[src/rtl/id_ex_hazard_ctrl_if.sv]
// Decode/execute hazard bus: pipeline-side fields in, stall/flush controls out.
// The pipeline drives through the master modport; the hazard controller uses slave.
interface id_ex_hazard_ctrl_if;
   logic [4:0]  id_rs;
   logic [4:0]  id_rt;
   logic        id_uses_rt;
   logic        ex_memread;
   logic        ex_regwrite;
   logic [4:0]  ex_rt;
   logic        branch_taken;
   logic        pc_write;
   logic        ifid_write;
   logic        ifid_flush;
   logic        idex_bubble;
   logic        stall_active;
   logic [31:0] stall_cycles;
   logic [31:0] flush_events;

   modport master (
      output id_rs, id_rt, id_uses_rt, ex_memread, ex_regwrite, ex_rt, branch_taken,
      input  pc_write, ifid_write, ifid_flush, idex_bubble, stall_active,
      input  stall_cycles, flush_events
   );

   modport slave (
      input  id_rs, id_rt, id_uses_rt, ex_memread, ex_regwrite, ex_rt, branch_taken,
      output pc_write, ifid_write, ifid_flush, idex_bubble, stall_active,
      output stall_cycles, flush_events
   );
endinterface

[src/rtl/id_ex_hazard_ctrl.sv]
// Load-use stall and taken-branch squash controller beside the ID/EX register.
// A load-use hazard freezes PC and IF/ID for exactly LOAD_LAT cycles while
// bubbles are injected into ID/EX; a taken branch flushes IF/ID and ID/EX.
// Optional macro HAZARD_PERF_EN adds saturating stall/flush perf counters;
// without it stall_cycles and flush_events are tied to zero.
// Legal parameters: 1 <= LOAD_LAT <= 2**CNT_W-1.
module id_ex_hazard_ctrl #(
   parameter int unsigned LOAD_LAT = 1,
   parameter int unsigned CNT_W    = 4
) (
   input logic                clk,
   input logic                rst_n,
   id_ex_hazard_ctrl_if.slave bus
);

   typedef enum logic [0:0] {StRun, StStall} state_e;

   state_e            state_q, state_d;
   logic [CNT_W-1:0]  cnt_q, cnt_d;
   logic              hz;
   logic              pc_write_c;
   logic              ifid_write_c;
   logic              ifid_flush_c;
   logic              idex_bubble_c;
   logic              stall_active_c;

   // Load-use hazard: in-flight load targets a source of the decode instruction.
   always_comb begin
      hz = bus.ex_memread & bus.ex_regwrite & (bus.ex_rt != 5'd0) &
           ((bus.ex_rt == bus.id_rs) | (bus.id_uses_rt & (bus.ex_rt == bus.id_rt)));
   end

   // Next-state and combinational outputs; reset forces a safe frozen/flushed view.
   always_comb begin
      state_d        = state_q;
      cnt_d          = cnt_q;
      pc_write_c     = 1'b1;
      ifid_write_c   = 1'b1;
      ifid_flush_c   = 1'b0;
      idex_bubble_c  = 1'b0;
      stall_active_c = 1'b0;
      if (!rst_n) begin
         state_d       = StRun;
         cnt_d         = '0;
         pc_write_c    = 1'b0;
         ifid_write_c  = 1'b0;
         ifid_flush_c  = 1'b1;
         idex_bubble_c = 1'b1;
      end else begin
         unique case (state_q)
            StRun: begin
               if (bus.branch_taken) begin
                  ifid_flush_c  = 1'b1;
                  idex_bubble_c = 1'b1;
               end else if (hz) begin
                  pc_write_c    = 1'b0;
                  ifid_write_c  = 1'b0;
                  idex_bubble_c = 1'b1;
                  // Single-cycle latency needs no state: the bubble clears hz next cycle.
                  if (LOAD_LAT > 1) begin
                     state_d = StStall;
                     cnt_d   = CNT_W'(LOAD_LAT - 1);
                  end
               end
            end
            StStall: begin
               stall_active_c = 1'b1;
               if (bus.branch_taken) begin
                  // Should not happen with a bubble in EX; squash and recover anyway.
                  ifid_flush_c  = 1'b1;
                  idex_bubble_c = 1'b1;
                  state_d       = StRun;
                  cnt_d         = '0;
               end else begin
                  pc_write_c    = 1'b0;
                  ifid_write_c  = 1'b0;
                  idex_bubble_c = 1'b1;
                  if (cnt_q == CNT_W'(1)) begin
                     state_d = StRun;
                     cnt_d   = '0;
                  end else begin
                     cnt_d = cnt_q - CNT_W'(1);
                  end
               end
            end
            default: begin
               state_d = StRun;
               cnt_d   = '0;
            end
         endcase
      end
   end

   // State and stall counter.
   always_ff @(posedge clk or negedge rst_n) begin
      if (!rst_n) begin
         state_q <= StRun;
         cnt_q   <= '0;
      end else begin
         state_q <= state_d;
         cnt_q   <= cnt_d;
      end
   end

   assign bus.pc_write     = pc_write_c;
   assign bus.ifid_write   = ifid_write_c;
   assign bus.ifid_flush   = ifid_flush_c;
   assign bus.idex_bubble  = idex_bubble_c;
   assign bus.stall_active = stall_active_c;

`ifdef HAZARD_PERF_EN
   logic [31:0] stall_cycles_q;
   logic [31:0] flush_events_q;

   // Saturating perf counters for frozen-PC cycles and IF/ID flushes.
   always_ff @(posedge clk or negedge rst_n) begin
      if (!rst_n) begin
         stall_cycles_q <= '0;
         flush_events_q <= '0;
      end else begin
         if (!pc_write_c && (stall_cycles_q != 32'hFFFF_FFFF)) begin
            stall_cycles_q <= stall_cycles_q + 32'd1;
         end
         if (ifid_flush_c && (flush_events_q != 32'hFFFF_FFFF)) begin
            flush_events_q <= flush_events_q + 32'd1;
         end
      end
   end

   assign bus.stall_cycles = stall_cycles_q;
   assign bus.flush_events = flush_events_q;
`else
   assign bus.stall_cycles = 32'd0;
   assign bus.flush_events = 32'd0;
`endif

endmodule
[src/flat_wrapper.sv]
// flat-port wrapper written by rule: the top's interface ports become plain ports
module id_ex_hazard_ctrl_flat 
#(
   parameter int unsigned LOAD_LAT = 1,
   parameter int unsigned CNT_W    = 4
)
  (clk, rst_n, bus_id_rs, bus_id_rt, bus_id_uses_rt, bus_ex_memread, bus_ex_regwrite, bus_ex_rt, bus_branch_taken, bus_pc_write, bus_ifid_write, bus_ifid_flush, bus_idex_bubble, bus_stall_active, bus_stall_cycles, bus_flush_events);
  id_ex_hazard_ctrl_if bus_i ();
  input logic clk;
  input logic rst_n;
  input wire logic [$bits(bus_i.id_rs)-1:0] bus_id_rs;
  input wire logic [$bits(bus_i.id_rt)-1:0] bus_id_rt;
  input wire logic [$bits(bus_i.id_uses_rt)-1:0] bus_id_uses_rt;
  input wire logic [$bits(bus_i.ex_memread)-1:0] bus_ex_memread;
  input wire logic [$bits(bus_i.ex_regwrite)-1:0] bus_ex_regwrite;
  input wire logic [$bits(bus_i.ex_rt)-1:0] bus_ex_rt;
  input wire logic [$bits(bus_i.branch_taken)-1:0] bus_branch_taken;
  output wire logic [$bits(bus_i.pc_write)-1:0] bus_pc_write;
  output wire logic [$bits(bus_i.ifid_write)-1:0] bus_ifid_write;
  output wire logic [$bits(bus_i.ifid_flush)-1:0] bus_ifid_flush;
  output wire logic [$bits(bus_i.idex_bubble)-1:0] bus_idex_bubble;
  output wire logic [$bits(bus_i.stall_active)-1:0] bus_stall_active;
  output wire logic [$bits(bus_i.stall_cycles)-1:0] bus_stall_cycles;
  output wire logic [$bits(bus_i.flush_events)-1:0] bus_flush_events;
  assign bus_i.id_rs = bus_id_rs;
  assign bus_i.id_rt = bus_id_rt;
  assign bus_i.id_uses_rt = bus_id_uses_rt;
  assign bus_i.ex_memread = bus_ex_memread;
  assign bus_i.ex_regwrite = bus_ex_regwrite;
  assign bus_i.ex_rt = bus_ex_rt;
  assign bus_i.branch_taken = bus_branch_taken;
  assign bus_pc_write = bus_i.pc_write;
  assign bus_ifid_write = bus_i.ifid_write;
  assign bus_ifid_flush = bus_i.ifid_flush;
  assign bus_idex_bubble = bus_i.idex_bubble;
  assign bus_stall_active = bus_i.stall_active;
  assign bus_stall_cycles = bus_i.stall_cycles;
  assign bus_flush_events = bus_i.flush_events;
  id_ex_hazard_ctrl #(.LOAD_LAT(LOAD_LAT), .CNT_W(CNT_W)) u_core (.clk(clk), .rst_n(rst_n), .bus(bus_i));
endmodule
[config.mk]
export PLATFORM = sky130hd
export DESIGN_NAME = id_ex_hazard_ctrl_flat
export DESIGN_NICKNAME = d
export VERILOG_FILES = /design/src/rtl/id_ex_hazard_ctrl_if.sv /design/src/rtl/id_ex_hazard_ctrl.sv /design/src/flat_wrapper.sv
export SDC_FILE = /design/constraint.sdc
export NUM_CORES = 1
export LEC_CHECK = 0
export CORE_MARGIN = 8
export CORE_UTILIZATION = 30
export CTS_CLUSTER_SIZE = 30
export DETAILED_ROUTE_END_ITERATION = 7
export HOLD_SLACK_MARGIN = 0.08
export PLACE_DENSITY = 0.81
export SLEW_MARGIN = 15
export SYNTH_ARGS = -nofsm -noshare
export SYNTH_HDL_FRONTEND = slang
export SYNTH_SLANG_ARGS = --single-unit
[constraint.sdc]
create_clock -name clk -period 2.1 [get_ports clk]
set_clock_uncertainty 0.2 [all_clocks]
set_input_delay 0.315 -clock clk [delete_from_list [all_inputs] [get_ports clk]]
set_output_delay 0.315 -clock clk [all_outputs]
set_load 0.05 [all_outputs]
==> results of run 1 <==
## sequential cells by signal, summed over array words and instances (netlist names)
| name | count |
|---|---|
| u_core.cnt_q | 4 |
| u_core.state_q | 1 |
## cell families after synthesis
family,Yosys count,synth area share
mux,1,0.01091
simple gates,16,0.09822
flops,5,0.1364
buf+inv,71,0.5566
other cells,1,0.004089
xor+xnor,10,0.09550
compound gates,10,0.07094
fa+ha+maj,2,0.02728
## path summary, 6_finish.rpt
path,slack (ps),end,cells after the start,from
worst max-delay path,-0.2,bus_ifid_write,5,bus_ex_rt[3]
worst min-delay path,290,u_core.cnt_q[1]$_DFFE_PN0P_,2,rst_n
worst max register to register,690,u_core.cnt_q[3]$_DFFE_PN0P_,4,u_core.cnt_q[0]$_DFFE_PN0P_
worst min register to register,320,u_core.cnt_q[0]$_DFFE_PN0P_,1,u_core.cnt_q[0]$_DFFE_PN0P_
max in group asynchronous,1300,u_core.cnt_q[2]$_DFFE_PN0P_,2,rst_n
min in group clk,320,u_core.cnt_q[0]$_DFFE_PN0P_,1,u_core.cnt_q[0]$_DFFE_PN0P_
## per-stage QoR
step	power, µW	utilization
after floorplan	482.9	-
final	572.6	0.3651
after detailed placement	460.0	0.3479
after CTS	567.9	0.3559
after global placement	458.9	0.3479
after global routing	598.4	0.3651
## area by class of cell
| cell class | count | area share |
|---|---|---|
| inverter | 6 | 0.02071 |
| timing repair buffer | 30 | 0.2796 |
| sequential | 5 | 0.1151 |
| multi-input combinational | 103 | 0.5224 |
| clock buffer | 4 | 0.02417 |
| tap | 33 | 0.03797 |
## power breakdown
| part | leakage, µW | switching [µW] | internal, µW |
|---|---|---|---|
| Clock | 0.0000150 | 34.3 | 71.5 |
| Combinational | 0.000528 | 307 | 63.3 |
| Sequential | 0.0000699 | 0.0000000299 | 96.8 |
| Total | 0.000613 | 341 | 232 |
## layout by cell type (no fill, tap or decap), drive strengths merged, types with 2 or more instances in the layout
cell type and n:
conb 64, buf 17, xor2 9, inv 6, clkdlybuf4s50 5, dlygate4sd2 5, dfrtp 5, clkbuf 5
nor2 3, nand2 3, nand2b 2, o21ai 2, nor2b 2, a21oi 2, o22ai 2, ha 2
## metal layers
metal,up-vias,global-route usage,part of all wire
met5,-,0,0
met4,0,0.02771,0.0025
met3,2,0.03068,0.15
met2,47,0.1357,0.53
met1,275,0.06597,0.32
li1,305,-,-
## timing repair
action                                  4_1_cts  5_1_grt
hold buffers                                  0        0
setup buffers                                 1        0
endpoints found under the hold margin         0        0
pin swaps                                    13        3
gates resized for setup                      40        9
endpoints found under the setup margin        3        2
==> results.sh, run 1 <==
export IMPL_syn_area_um2=917.1
export IMPL_syn2layout_area_growth_pct=18.55
export IMPL_drt_iter0_markers=7
export IMPL_die_x_um=71.29
export IMPL_synthTopCellsByArea="buf_4, dfrtp_1, xor2_1"
export IMPL_via_per_inst=3.475
export IMPL_peakVddDrop_mv=0.2188
export IMPL_fin_crit_ps=2100
export IMPL_drive_gt1_frac=0.1959
export IMPL_path_clk_slew_ps=40
export IMPL_die_area_um2=5082
export IMPL_grt_pass1_wl_um=3042
export IMPL_cp_start_kind="primary input"
export IMPL_grt_overflow=0
export IMPL_rows=20
export IMPL_drcViolationCount=0
export IMPL_crit_chain="buf_6 > or4_4 > o211ai_1 > o311a_4 > buf_12"
export IMPL_yosys_warnings=0
export IMPL_diodes=0
export IMPL_period_share=1.000
export IMPL_grt_pass1_vias=681
export IMPL_vias=629
export IMPL_placed_cells=176
export IMPL_yosys_cell_count_top_type="buf_4"
export IMPL_cp_top_family="simple AND/OR/NAND/NOR gates"
export IMPL_clock_path_buffers=2
export IMPL_clock_sinks=5
export IMPL_multi_input_area_um2=568.0
export IMPL_htree_levels=1
export IMPL_start_util=0.3080
export IMPL_cts_tree="done"
export IMPL_max_freq_mhz=476.1
export IMPL_synth_top_area_frac=0.5321
export IMPL_rsz0062_at_grt="true"
export IMPL_hold_path_class="in -> async"
export IMPL_violations="setup timing"
export IMPL_maxSlewViolCount=0
export IMPL_arrival_ps=1590
export IMPL_wl_per_cell_um=11.17
export IMPL_synth_seq_area_share=0.1364
export IMPL_finalSetupTns_ps=-0.2240
export IMPL_syn_inst=116
export IMPL_wirelength_um=2021
export IMPL_grt_max_degree=8
export IMPL_cts_root_buf="clkbuf_4"
export IMPL_maxCapViolations=0
export IMPL_outcome="complete, but fails checks"
export IMPL_ys_flop_type="dfrtp_1"
export IMPL_powerDensity_nw_per_um2=526.7
export IMPL_post_place_ws_ps=-388.8
export IMPL_hold_viol=0
export IMPL_design_area_um2=1087
export IMPL_ant_nets=0
export IMPL_synth_distinct_cells=26
export IMPL_die_h_um=71.29
export IMPL_slowest_stage="or4_4"
export IMPL_async_flop_share=1.000
export IMPL_clk_insertion_delay_late_ps=230
export IMPL_core_area_um2=2978
export IMPL_ios=90
export IMPL_crit_type="in -> out"
export IMPL_synth_edf_count=0
export IMPL_port_buffers=25
export IMPL_final_instance_count_excl_fill=181
export IMPL_antenna_found_initial=0
export IMPL_endpoint_kind="primary output"
export IMPL_crit_fanout=2
export IMPL_p_leak_uw=0.0006126
export IMPL_avgSynthCellArea_um2=7.906
export IMPL_synth_top_area_cell="buf_4"
export IMPL_ys_top_cells_by_count="buf_4, xor2_1, inv_1, dfrtp_1"
export IMPL_gp_congestion=0.7628
export IMPL_hpwl_um=1835
export IMPL_layout_area_seq_um2=125.1
export IMPL_nFillCells=303
export IMPL_critPathMaxStageDelay_ps=520
export IMPL_hold_ws_ps=287.6
export IMPL_final_setup_viol_count=1
export IMPL_dpl_cell_area_um2=1036
export IMPL_finalWorstSetupSlack_ps=-0.2240
export IMPL_grt_usage=0.07188
export IMPL_numCtsBuffers=3
export IMPL_cp_required_ps=1580
export IMPL_ys_ff_latch=5
export IMPL_dr_pass1_iters=4
export IMPL_path_buf_inv=2
export IMPL_nets=172
Note: power is estimated with default switching activity, not from simulation.
==> inputs of run 2 (changes only) <==
SLEW_MARGIN = not set   (was 15)
==> results of run 2 <==
No change in the layout: final DEF, timing and power equal those of run 1.
==> inputs of run 3 (changes only) <==
CAP_MARGIN = 0   (was not set)
SETUP_SLACK_MARGIN = 0.1   (was not set)
==> run 3 against run 2 <==
- the flow still finishes with violations (setup timing)
- non-clock buffer count up 1
- sequential share of layout area shrank 0.21 points
- fmax is 3.6% lower
- via count up 2.2%
- die area unchanged
- first-iteration DRC count shrank 57%
- final area increased by 1.8%
- worst setup slack worse by 77 ps
- clock power rose by 4%
==> results.sh, run 3 (same netlist as run 1, synthesis figures left out) <==
export IMPL_cts_root_buf="clkbuf_4"
export IMPL_final_setup_viol_count=2
export IMPL_grt_pass1_wl_um=2987
export IMPL_post_place_ws_ps=-403.7
export IMPL_finalWorstSetupSlack_ps=-77.54
export IMPL_placed_cells=176
export IMPL_p_leak_uw=0.0006356
export IMPL_hold_ws_ps=257.8
export IMPL_grt_pass1_vias=675
export IMPL_powerDensity_nw_per_um2=523.6
export IMPL_grt_overflow=0
export IMPL_fin_crit_ps=2178
export IMPL_path_buf_inv=2
export IMPL_path_clk_slew_ps=40
export IMPL_crit_chain="buf_8 > xor2_2 > nor4_2 > a32oi_2 > o311a_4 > buf_12"
export IMPL_via_per_inst=3.533
export IMPL_peakVddDrop_mv=0.1942
export IMPL_die_area_um2=5082
export IMPL_gp_congestion=0.7539
export IMPL_drt_iter0_markers=3
export IMPL_ant_nets=0
export IMPL_cts_tree="done"
export IMPL_period_share=1.037
export IMPL_dr_pass1_iters=4
export IMPL_endpoint_kind="primary output"
export IMPL_layout_commonest_cell="conb_1"
export IMPL_rows=20
export IMPL_crit_fanout=3
export IMPL_mostFrequentLayoutCells="conb_1, xor2_1, inv_1"
export IMPL_wirelength_um=2042
export IMPL_regMostFlops="u_core.cnt_q"
export IMPL_total_power_uw=579.8
export IMPL_hold_path_class="in -> async"
export IMPL_maxCapViolations=0
export IMPL_htree_levels=1
export IMPL_drive_gt1_frac=0.2013
export IMPL_cp_required_ps=1580
export IMPL_hpwl_um=1828
export IMPL_grt_usage=0.07283
export IMPL_clock_sinks=5
export IMPL_numCtsBuffers=3
export IMPL_final_instance_count_excl_fill=182
export IMPL_syn2layout_area_growth_pct=20.74
export IMPL_maxSlewViolCount=0
export IMPL_ctsHoldBuffers=0
export IMPL_port_buffers=25
export IMPL_core_area_um2=2978
export IMPL_vias=643
export IMPL_diodes=0
export IMPL_critPathMaxStageDelay_ps=430
export IMPL_cp_top_family="compound AO/OA/AOI/OAI gates"
export IMPL_antenna_found_initial=0
export IMPL_nets=173
export IMPL_crit_type="in -> out"
export IMPL_die_x_um=71.29
export IMPL_max_freq_mhz=459.2
export IMPL_hold_viol=0
export IMPL_cp_start_kind="primary input"
export IMPL_wl_per_cell_um=11.22
export IMPL_die_h_um=71.29
export IMPL_reg_top3="u_core.cnt_q (4), u_core.state_q (1)"
export IMPL_clock_path_buffers=2
export IMPL_clk_insertion_delay_late_ps=240
export IMPL_slowest_stage="o311a_4"
export IMPL_arrival_ps=1660
export IMPL_largest_reg_flops=4
export IMPL_grt_max_degree=9
export IMPL_violations="setup timing"
export IMPL_start_util=0.3080
export IMPL_rsz0062_at_grt="true"
export IMPL_ios=90
export IMPL_drcViolationCount=0
export IMPL_nFillCells=311
export IMPL_outcome="complete, but fails checks"
## run 3: changes by cell type in the layout (fill, tap and decap cells not counted), sizes merged
cell | previous run | this run
dlymetal6s2s | 1 | 3
buf | 17 | 16
dlygate4sd2 | 5 | 3
clkbuf | 5 | 7
## run 3: per-layer routing
metal / routed length (µm) / part of all wire / track usage / vias to the layer above
met3: 277 / 0.14 / 0.03766 / 0
met1: 639 / 0.31 / 0.05650 / 286
li1: - / - / - / 309
met2: 1125 / 0.55 / 0.1459 / 48
met4: 0 / 0 / 0.02771 / 0
met5: 0 / 0 / 0 / -
## run 3: cell type report
| cell class | count | area, µm² | share of cell area |
|---|---|---|---|
| inverters | 6 | 22.52 | 0.02034 |
| multi-input cells | 103 | 564.3 | 0.5096 |
| repair buffers | 31 | 327.8 | 0.2960 |
| well taps | 33 | 41.29 | 0.03729 |
| flip-flops and latches | 5 | 125.1 | 0.1130 |
| clock buffers | 4 | 26.28 | 0.02373 |
## run 3: final timing paths
kind	from	slack, ps	to	cells after the start
worst max-delay path	bus_ex_rt[3]	-80	bus_ifid_write	6
worst min-delay path	rst_n	260	u_core.state_q$_DFF_PN0_	2
worst max register to register	u_core.cnt_q[0]$_DFFE_PN0P_	640	u_core.cnt_q[2]$_DFFE_PN0P_	4
worst min register to register	u_core.cnt_q[0]$_DFFE_PN0P_	310	u_core.cnt_q[0]$_DFFE_PN0P_	1
max in group asynchronous	rst_n	1330	u_core.cnt_q[1]$_DFFE_PN0P_	2
min in group clk	u_core.cnt_q[0]$_DFFE_PN0P_	310	u_core.cnt_q[0]$_DFFE_PN0P_	1
## run 3: power breakdown
| part | total (µW) | internal (µW) | switching [µW] |
|---|---|---|---|
| sequential | 96.7 | 96.7 | 0.0000000240 |
| clock | 110 | 71.7 | 37.8 |
| combinational | 374 | 66.4 | 307 |
## run 3: worst reg2reg max path, delay by kind of cell, from the launching register on
| kind | cells | cell delay (ps) |
|---|---|---|
| fa+ha+maj | 1 | 210 |
| compound gates | 2 | 400 |
| flops | 1 | 400 |
| simple gates | 1 | 170 |
## run 3: per-stage QoR
| stage | instance area, µm² | TNS, ps | util |
|---|---|---|---|
| floorplan | 1169 | -18.90 | - |
| global placement | 1040 | -1033 | 0.3492 |
| detailed placement | 1040 | -1089 | 0.3492 |
| CTS | 1082 | -79.14 | 0.3634 |
| global route | 1107 | -272.2 | 0.3718 |
| finish | 1107 | -154.4 | 0.3718 |
## run 3: timing repair
item / 4_1_cts / 5_1_grt
gates resized for setup: 35 / 14
setup buffers: 2 / 0
pin swaps: 11 / 9
cloned: 0 / 0
endpoints found under the setup margin: 3 / 3
